$ cat config.mk
export PLATFORM = sky130hd
export DESIGN_NAME = serial_deserializer
export DESIGN_NICKNAME = d
export VERILOG_FILES = /design/src/rtl/serial_deserializer_pkg.sv /design/src/rtl/serial_deserializer_bit_timer.sv /design/src/rtl/serial_deserializer.sv
export SDC_FILE = /design/constraint.sdc
export NUM_CORES = 1
export LEC_CHECK = 0
export ABC_AREA = 1
export CAP_MARGIN = 10
export CORE_MARGIN = 10
export CORE_UTILIZATION = 51
export DETAILED_ROUTE_END_ITERATION = 8
export GPL_TIMING_DRIVEN = 0
export PLACE_DENSITY = 0.71
export SETUP_SLACK_MARGIN = 0.4
export SYNTH_ARGS = -nofsm -noshare
export SYNTH_HDL_FRONTEND = slang
export SYNTH_SLANG_ARGS = --single-unit
export TNS_END_PERCENT = 20
$ cat constraint.sdc
create_clock -name clk -period 1.65 [get_ports clk]
set_input_delay 0.495 -clock clk [delete_from_list [all_inputs] [get_ports clk]]
set_output_delay 0.495 -clock clk [all_outputs]
set_load 0.03 [all_outputs]
$ cat src/rtl/serial_deserializer_pkg.sv
// Shared types and defaults for the single-wire serial link receiver.
package serial_deserializer_pkg;

  localparam int unsigned DEF_CLKS_PER_BIT = 434;
  localparam int unsigned DEF_DATA_BITS    = 8;
  localparam int unsigned DEF_CNT_W        = 16;

  typedef enum logic [2:0] {
    ST_IDLE  = 3'd0,
    ST_START = 3'd1,
    ST_DATA  = 3'd2,
    ST_STOP  = 3'd3,
    ST_BREAK = 3'd4
  } state_t;

endpackage

$ cat src/rtl/serial_deserializer_bit_timer.sv
// Bit-period counter: terminal count at half or full period, restarts itself on terminal count.
module serial_deserializer_bit_timer #(
  parameter int unsigned CLKS_PER_BIT = 434,
  parameter int unsigned CNT_W        = 16
) (
  input  logic clk,
  input  logic reset,
  input  logic clear,
  input  logic half,
  output logic tc_c
);

  localparam logic [CNT_W-1:0] HALF_TC = CNT_W'(CLKS_PER_BIT / 2 - 1);
  localparam logic [CNT_W-1:0] FULL_TC = CNT_W'(CLKS_PER_BIT - 1);

  logic [CNT_W-1:0] cnt;

  assign tc_c = (cnt == (half ? HALF_TC : FULL_TC));

  always_ff @(posedge clk) begin
    if (reset || clear || tc_c) begin
      cnt <= '0;
    end else begin
      cnt <= cnt + CNT_W'(1);
    end
  end

endmodule

$ cat src/rtl/serial_deserializer.sv
// 8N1-style serial receiver: synchronises rx, frames LSB-first words and hands them off with valid/ack.
module serial_deserializer
  import serial_deserializer_pkg::*;
#(
  parameter int unsigned DATA_BITS    = DEF_DATA_BITS,
  parameter int unsigned CLKS_PER_BIT = DEF_CLKS_PER_BIT,
  parameter int unsigned CNT_W        = DEF_CNT_W
) (
  input  logic                 clk,
  input  logic                 reset,
  input  logic                 rx,
  output logic [DATA_BITS-1:0] data,
  output logic                 data_valid,
  input  logic                 data_ack,
  output logic                 all_ones,
  output logic                 frame_error,
  output logic                 overrun,
  output logic                 busy
);

  localparam int unsigned BIT_W = $clog2(DATA_BITS + 1);

  logic                 rx_meta;
  logic                 rx_s;
  state_t               state;
  state_t               state_next;
  logic [BIT_W-1:0]     bit_cnt;
  logic [DATA_BITS-1:0] shreg;

  logic tc_c;
  logic clear_c;
  logic half_c;
  logic shift_c;
  logic load_c;
  logic ferr_c;

  serial_deserializer_bit_timer #(
    .CLKS_PER_BIT (CLKS_PER_BIT),
    .CNT_W        (CNT_W)
  ) u_bit_timer (
    .clk   (clk),
    .reset (reset),
    .clear (clear_c),
    .half  (half_c),
    .tc_c  (tc_c)
  );

  always_ff @(posedge clk) begin
    if (reset) begin
      rx_meta <= 1'b1;
      rx_s    <= 1'b1;
    end else begin
      rx_meta <= rx;
      rx_s    <= rx_meta;
    end
  end

  always_ff @(posedge clk) begin
    if (reset) begin
      state <= ST_IDLE;
    end else begin
      state <= state_next;
    end
  end

  always_comb begin
    state_next = state;
    case (state)
      ST_IDLE:  if (!rx_s) state_next = ST_START;
      ST_START: if (tc_c) state_next = rx_s ? ST_IDLE : ST_DATA;
      ST_DATA:  if (tc_c && (bit_cnt == BIT_W'(DATA_BITS - 1))) state_next = ST_STOP;
      ST_STOP:  if (tc_c) state_next = rx_s ? ST_IDLE : ST_BREAK;
      ST_BREAK: if (rx_s) state_next = ST_IDLE;
      default:  state_next = ST_IDLE;
    endcase
  end

  // Counter is held cleared whenever no frame is being timed.
  always_comb begin
    clear_c = 1'b0;
    half_c  = 1'b0;
    shift_c = 1'b0;
    load_c  = 1'b0;
    ferr_c  = 1'b0;
    case (state)
      ST_IDLE:  clear_c = 1'b1;
      ST_START: half_c  = 1'b1;
      ST_DATA:  shift_c = tc_c;
      ST_STOP: begin
        load_c = tc_c && rx_s;
        ferr_c = tc_c && !rx_s;
      end
      ST_BREAK: clear_c = 1'b1;
      default:  clear_c = 1'b1;
    endcase
  end

  always_ff @(posedge clk) begin
    if (reset) begin
      bit_cnt <= '0;
      shreg   <= '0;
    end else begin
      if (state == ST_START) begin
        bit_cnt <= '0;
      end else if (shift_c) begin
        bit_cnt <= bit_cnt + BIT_W'(1);
      end
      if (shift_c) begin
        shreg <= {rx_s, shreg[DATA_BITS-1:1]};
      end
    end
  end

  // A completed word always wins; an ack in the same cycle only suppresses overrun.
  always_ff @(posedge clk) begin
    if (reset) begin
      data        <= '0;
      data_valid  <= 1'b0;
      all_ones    <= 1'b0;
      frame_error <= 1'b0;
      overrun     <= 1'b0;
      busy        <= 1'b0;
    end else begin
      frame_error <= ferr_c;
      busy        <= (state_next != ST_IDLE);
      if (load_c) begin
        data       <= shreg;
        all_ones   <= &shreg;
        data_valid <= 1'b1;
        if (data_valid && !data_ack) begin
          overrun <= 1'b1;
        end
      end else if (data_valid && data_ack) begin
        data_valid <= 1'b0;
        overrun    <= 1'b0;
      end
    end
  end

endmodule

# == Word-level counts from Yosys, hierarchy flattened ==
# Index checks and enable logic that the tools add are counted.
# word_totals
register_bits,46
inputBits,4
output_inout_bits,13
word_cells,56
# classes
n_addsub,2
n_eq_ne,7
mux,17
bitwise,1
reduce_logical,17
# op_table
cell,count
$mux W3,6
$add A16 B1 Y16 const B,1
$eq A16 B16 Y1,1
$pmux W3 S5,1
$mux W9,1
$mux W1,8
$reduce_and A8 Y1,1
$eq A3 B2 Y1 const B,2
$logic_and A1 B1 Y1,5
$add A4 B1 Y4 const B,1
$eq A4 B3 Y1 const B,1
$reduce_or A2 Y1,2
$eq A3 B1 Y1 const B,1
$eq A3 B3 Y1 const B,1
$logic_not A3 Y1,1
$reduce_bool A3 Y1,1
$reduce_or A3 Y1,1
$logic_not A1 Y1,2
$logic_or A1 B1 Y1,2
$mux W2,1
$ne A2 B1 Y1 const B,1
$reduce_and A2 Y1,1
$reduce_bool A2 Y1,1
$not A1 Y1,1

# == Longest topological paths before layout ==
# depth
word_depth,8
ltp_mapped,11
depth_no_buf,11

# == Cells and area by module ==
# From an unflattened synthesis, not the netlist that was laid out.
# hier_totals
hier_cells,307
hier_area_um2,2177.1
# modules_own_cells
module,instances,cells_each,area_per_inst_um2
serial_deserializer,1,167,1237.4
serial_deserializer_bit_timer,1,140,939.7

# == Least setup slack after synthesis ==
# Ideal clock, no wire load.
# synth_path
path_kind,reg2reg
startpoint,register u_bit_timer.cnt[0]
endpoint,register u_bit_timer.cnt[10]
setup_ns,0.064
arrival_time_ns,1.475
t_required_ns,1.586
slack_ns,0.111
stages_incl_launch_ff,10
n_path_buf,0
synth_period_minus_slack_ns,1.539
cell_sequence,dfxtp_1 ha_1 nand3_1 nor2_1 nand2_1 nor4b_1 nand2_1 nand2_1 nand2_1 nor2_1
# synth_via
elab_chain_len,2
elab_cells_between_ends,3
cone_classes,add/sub (1); eq/ne (1); reduce/logical (1)
# synth_lines
element,line,text
"start, declared",serial_deserializer_bit_timer.sv:16,logic [CNT_W-1:0] cnt;
"start signal, assigned",serial_deserializer_bit_timer.sv:24,cnt <= cnt + CNT_W'(1);
"parallel branches: the longest is 2 deep, another holds $add A16 B1 Y16",-,
# Several ways; the timed one is not identified.
# A chain may end at the register's enable or synchronous reset.

# == Worst setup path after layout ==
# layout_path
startpoint,register state[0]
endpoint,register shreg[0]
# layout_via
elab_chain_len,5
elab_cells_between_ends,6
cone_classes,eq/ne (3); mux (3)
# layout_lines
element,line,text
"start, declared",serial_deserializer.sv:25,state_t state;
"start signal, assigned",serial_deserializer.sv:62,state <= state_next;
$eq A3 B1 Y1,serial_deserializer.sv:85,case (state)
$mux W1,serial_deserializer.sv:85,
$mux W9,serial_deserializer_bit_timer.sv:18,assign tc_c = (cnt == (half ? HALF_TC : FULL_TC));
$eq A16 B16 Y1,serial_deserializer_bit_timer.sv:18,
$mux W1 (*),serial_deserializer.sv:85,
"end signal, assigned",serial_deserializer.sv:109,"shreg <= {rx_s, shreg[DATA_BITS-1:1]};"
"end, declared",serial_deserializer.sv:28,logic [DATA_BITS-1:0] shreg;
# Mark *: on every way between the ends. The rest lies on a longest branch, timed or not.

==> reports/metrics.yaml <==
clkTransAtPathRegs_ps: 80
synthTopCellsByArea: "dfxtp_1, nor2_1, nand2_1, inv_1, o21ai_0"
critPathTopFamily: "simple AND/OR/NAND/NOR gates"
synth_top_area_share_pct: 45.5
synth_ff_type: "dfxtp_1"
status: "complete, no violations"
drive_above_1_share_pct: 43.7
worst_pin_slew_ps: 349
n_antenna_cell: 0
postCtsHoldBufs: 0
nNetsFinal: 333
multi_input_area_um2: 1090
pin_count: 17
final_max_slew_viol_count: 0
drc: 0
cp_cell_sequence: "nand2_2 -> nor2_2 -> nand2_2 -> nand2_2 -> nand3_4 -> nor2_8 -> buf_6 -> nor2_4 -> a211oi_2"
critical-path-max-stage-delay_ps: 400
num_rows: 22
syn_inst: 273
synth_xor_area_share_pct: 2.16
startpoint: "state[0]"
insertion_delay_ps: 310
synth_compound_gate_area_share_pct: 8.22
dr.pass1.iters: 4
syn-cell-area_um2: 2020
avgSynthCellArea_um2: 7.42
setup_viol: 0
required_ps: 1880
yosys.area.top_type: "dfxtp_1"
portBuffers: 16
dieArea_um2: 6890
hpwlAfterDp_mm: 3.02
synth-edff-count: 0
grt_start_max_net_pins: 14
setup_slack_ps: 14.5
synth-seq-cells: 46
clock_sinks: 46
gr-total-overflow: 0
yosys_warnings: 0
cts_buffers: 5
die_x_um: 83.0
viasPerCell: 5.23
power_density_nw_per_um2: 686
slowest_stage: "dfxtp_1"
synth_top_family_by_area: "simple AND/OR/NAND/NOR gates"
cp_num_buf_inv: 1
cts-root-buf: "clkbuf_8"
max_clock_freq_mhz: 611
drv_cap: 0
r2r_start: "state[0]"
core_um2: 3740
cts_tree: "built"
max_slew_margin_pct: 76.5
htree_levels: 2
p_leak_nw: 1.27
start_kind: "flip-flop"
yosys.area_share.adder_pct: 1.24
synth_nets: 279
crit_top_cell: "nand2_2"
peakVddDrop_v: 0.000643
antenna_found_initial: 0
vias: 1963
drtIter0Drc: 102
cp-end-kind: "flip-flop"
synth.most_common_cell: "nor2_1"
timing.final.crit_share_pct: 99.1
pre_cts_ws_ps: -563
yosys.area_share.simple_pct: 34.5
start_util_pct: 54.1
design_area_um2: 2890
syn_to_final_growth_pct: 42.9
yosys-top-cells-count: "nor2_1, nand2_1, dfxtp_1"
postPlaceCellArea_um2: 2290
fin_worst_skew_ps: 9.96
cp.arrival_ps: 1860
synth_mux_area_share_pct: 0
totalWireLength_mm: 5.22
final_cells: 375
rsz0062_at_grt: "true"
seq_area_frac_synth_pct: 45.5
yosys.cell_types.count: 29
route.antenna.remaining_nets: 0
hp-class: "reg2reg"
period_needed_ps: 1640
seq_area_um2: 971
gp_congestion: 0.869
path_max_fanout: 7
final.setup.tns_ps: 0
grt_pass1_vias: 1786
grt_util_all_layers_pct: 13.8
ys_async_sr_fraction_pct: 0
fillers: 256
post-place-cells: 337
fp.dieH_um: 83.0
report.final.hold_viol_count: 0
post_drt_wl_per_cell_um: 13.9
hp-start: "rx_meta"
cts_buffer_depth: 2
grt_pass1_wl_mm: 8.11
path_class: "reg2reg"
sequential cells by signal (all words and copies together) (netlist names):
| register | flops |
|---|---|
| all_ones | 1 |
| shreg | 8 |
| rx_s | 1 |
| state | 3 |
| frame_error | 1 |
| bit_cnt | 4 |
| data | 8 |
| rx_meta | 1 |
| overrun | 1 |
| data_valid | 1 |
| u_bit_timer.cnt | 16 |
| busy | 1 |
power breakdown:
part | internal, mW | switching [mW] | total (mW)
combinational | 0.0356 | 0.0443 | 0.0799
sequential | 1.10 | 0.00440 | 1.11
clock | 0.424 | 0.373 | 0.797
what timing repair did:
| action | CTS | global route |
|---|---|---|
| endpoints found under the hold margin | 0 | 0 |
| pin swaps | 9 | 20 |
| endpoints found under the setup margin | 59 | 57 |
| buffers inserted | 20 | 8 |
| cloned | 3 | 0 |
| resized for setup | 61 | 118 |
final cells by class:
cell class / count / area share, %
clock buffer: 7 / 3.72
buffer: 5 / 2.12
timing repair buffer: 47 / 15.7
multi-input combinational: 186 / 37.7
inverter: 36 / 5.06
tap: 48 / 2.08
sequential: 46 / 33.6
logic make-up after synthesis:
logic type,after synthesis
AO/OA/AOI/OAI,29
XOR/XNOR,5
adder cells (fa/ha/maj),2
buffers and inverters,41
flip-flops,46
AND/OR/NAND/NOR,150
layout by cell type (no fill, tap or decap), drive strengths merged, types with 2 or more instances in the layout:
cell type	n
nand3	13
dfxtp	46
o21ai	13
nor3	7
nor2	62
or2	3
nand2	53
xor2	5
nand4	8
clkdlybuf4s50	2
a21oi	11
clkbuf	10
ha	2
inv	35
a211oi	4
buf	46
nor3b	3
worst paths after layout:
check	end	slack, ps	depth (start not counted)
setup / recovery	shreg[0]	10	9
hold / removal	rx_s	410	1
hold reg to reg	rx_s	410	1
setup reg to reg	shreg[0]	10	9
per-stage QoR:
| step | hold WS (ps) | power, mW | util, % |
|---|---|---|---|
| CTS | 412 | 1.99 | 71.1 |
| global route | 423 | 2.05 | 77.3 |
| detailed placement | 393 | 1.20 | 61.2 |
| finish | 410 | 1.98 | 77.3 |
| global placement | 392 | 1.20 | 61.2 |
| floorplan | 389 | 1.18 | - |
per-layer routing:
layer / part of all wire [%] / up-vias / track usage, %
met2: 49 / 50 / 22.3
met4: 1.8 / 0 / 6.46
met5: 0 / - / 0
met1: 44 / 926 / 16.7
met3: 4.8 / 10 / 3.52
li1: - / 977 / -
worst reg2reg max path, stage by stage, from the launching register on:
cell and delay (ps):
dfxtp_1 400, nand2_2 90, nor2_2 130, nand2_2 80, nand2_2 120, nand3_4 140, nor2_8 220, buf_6 130
nor2_4 30, a211oi_2 220
No activity file was read; power rests on OpenSTA's default activity.
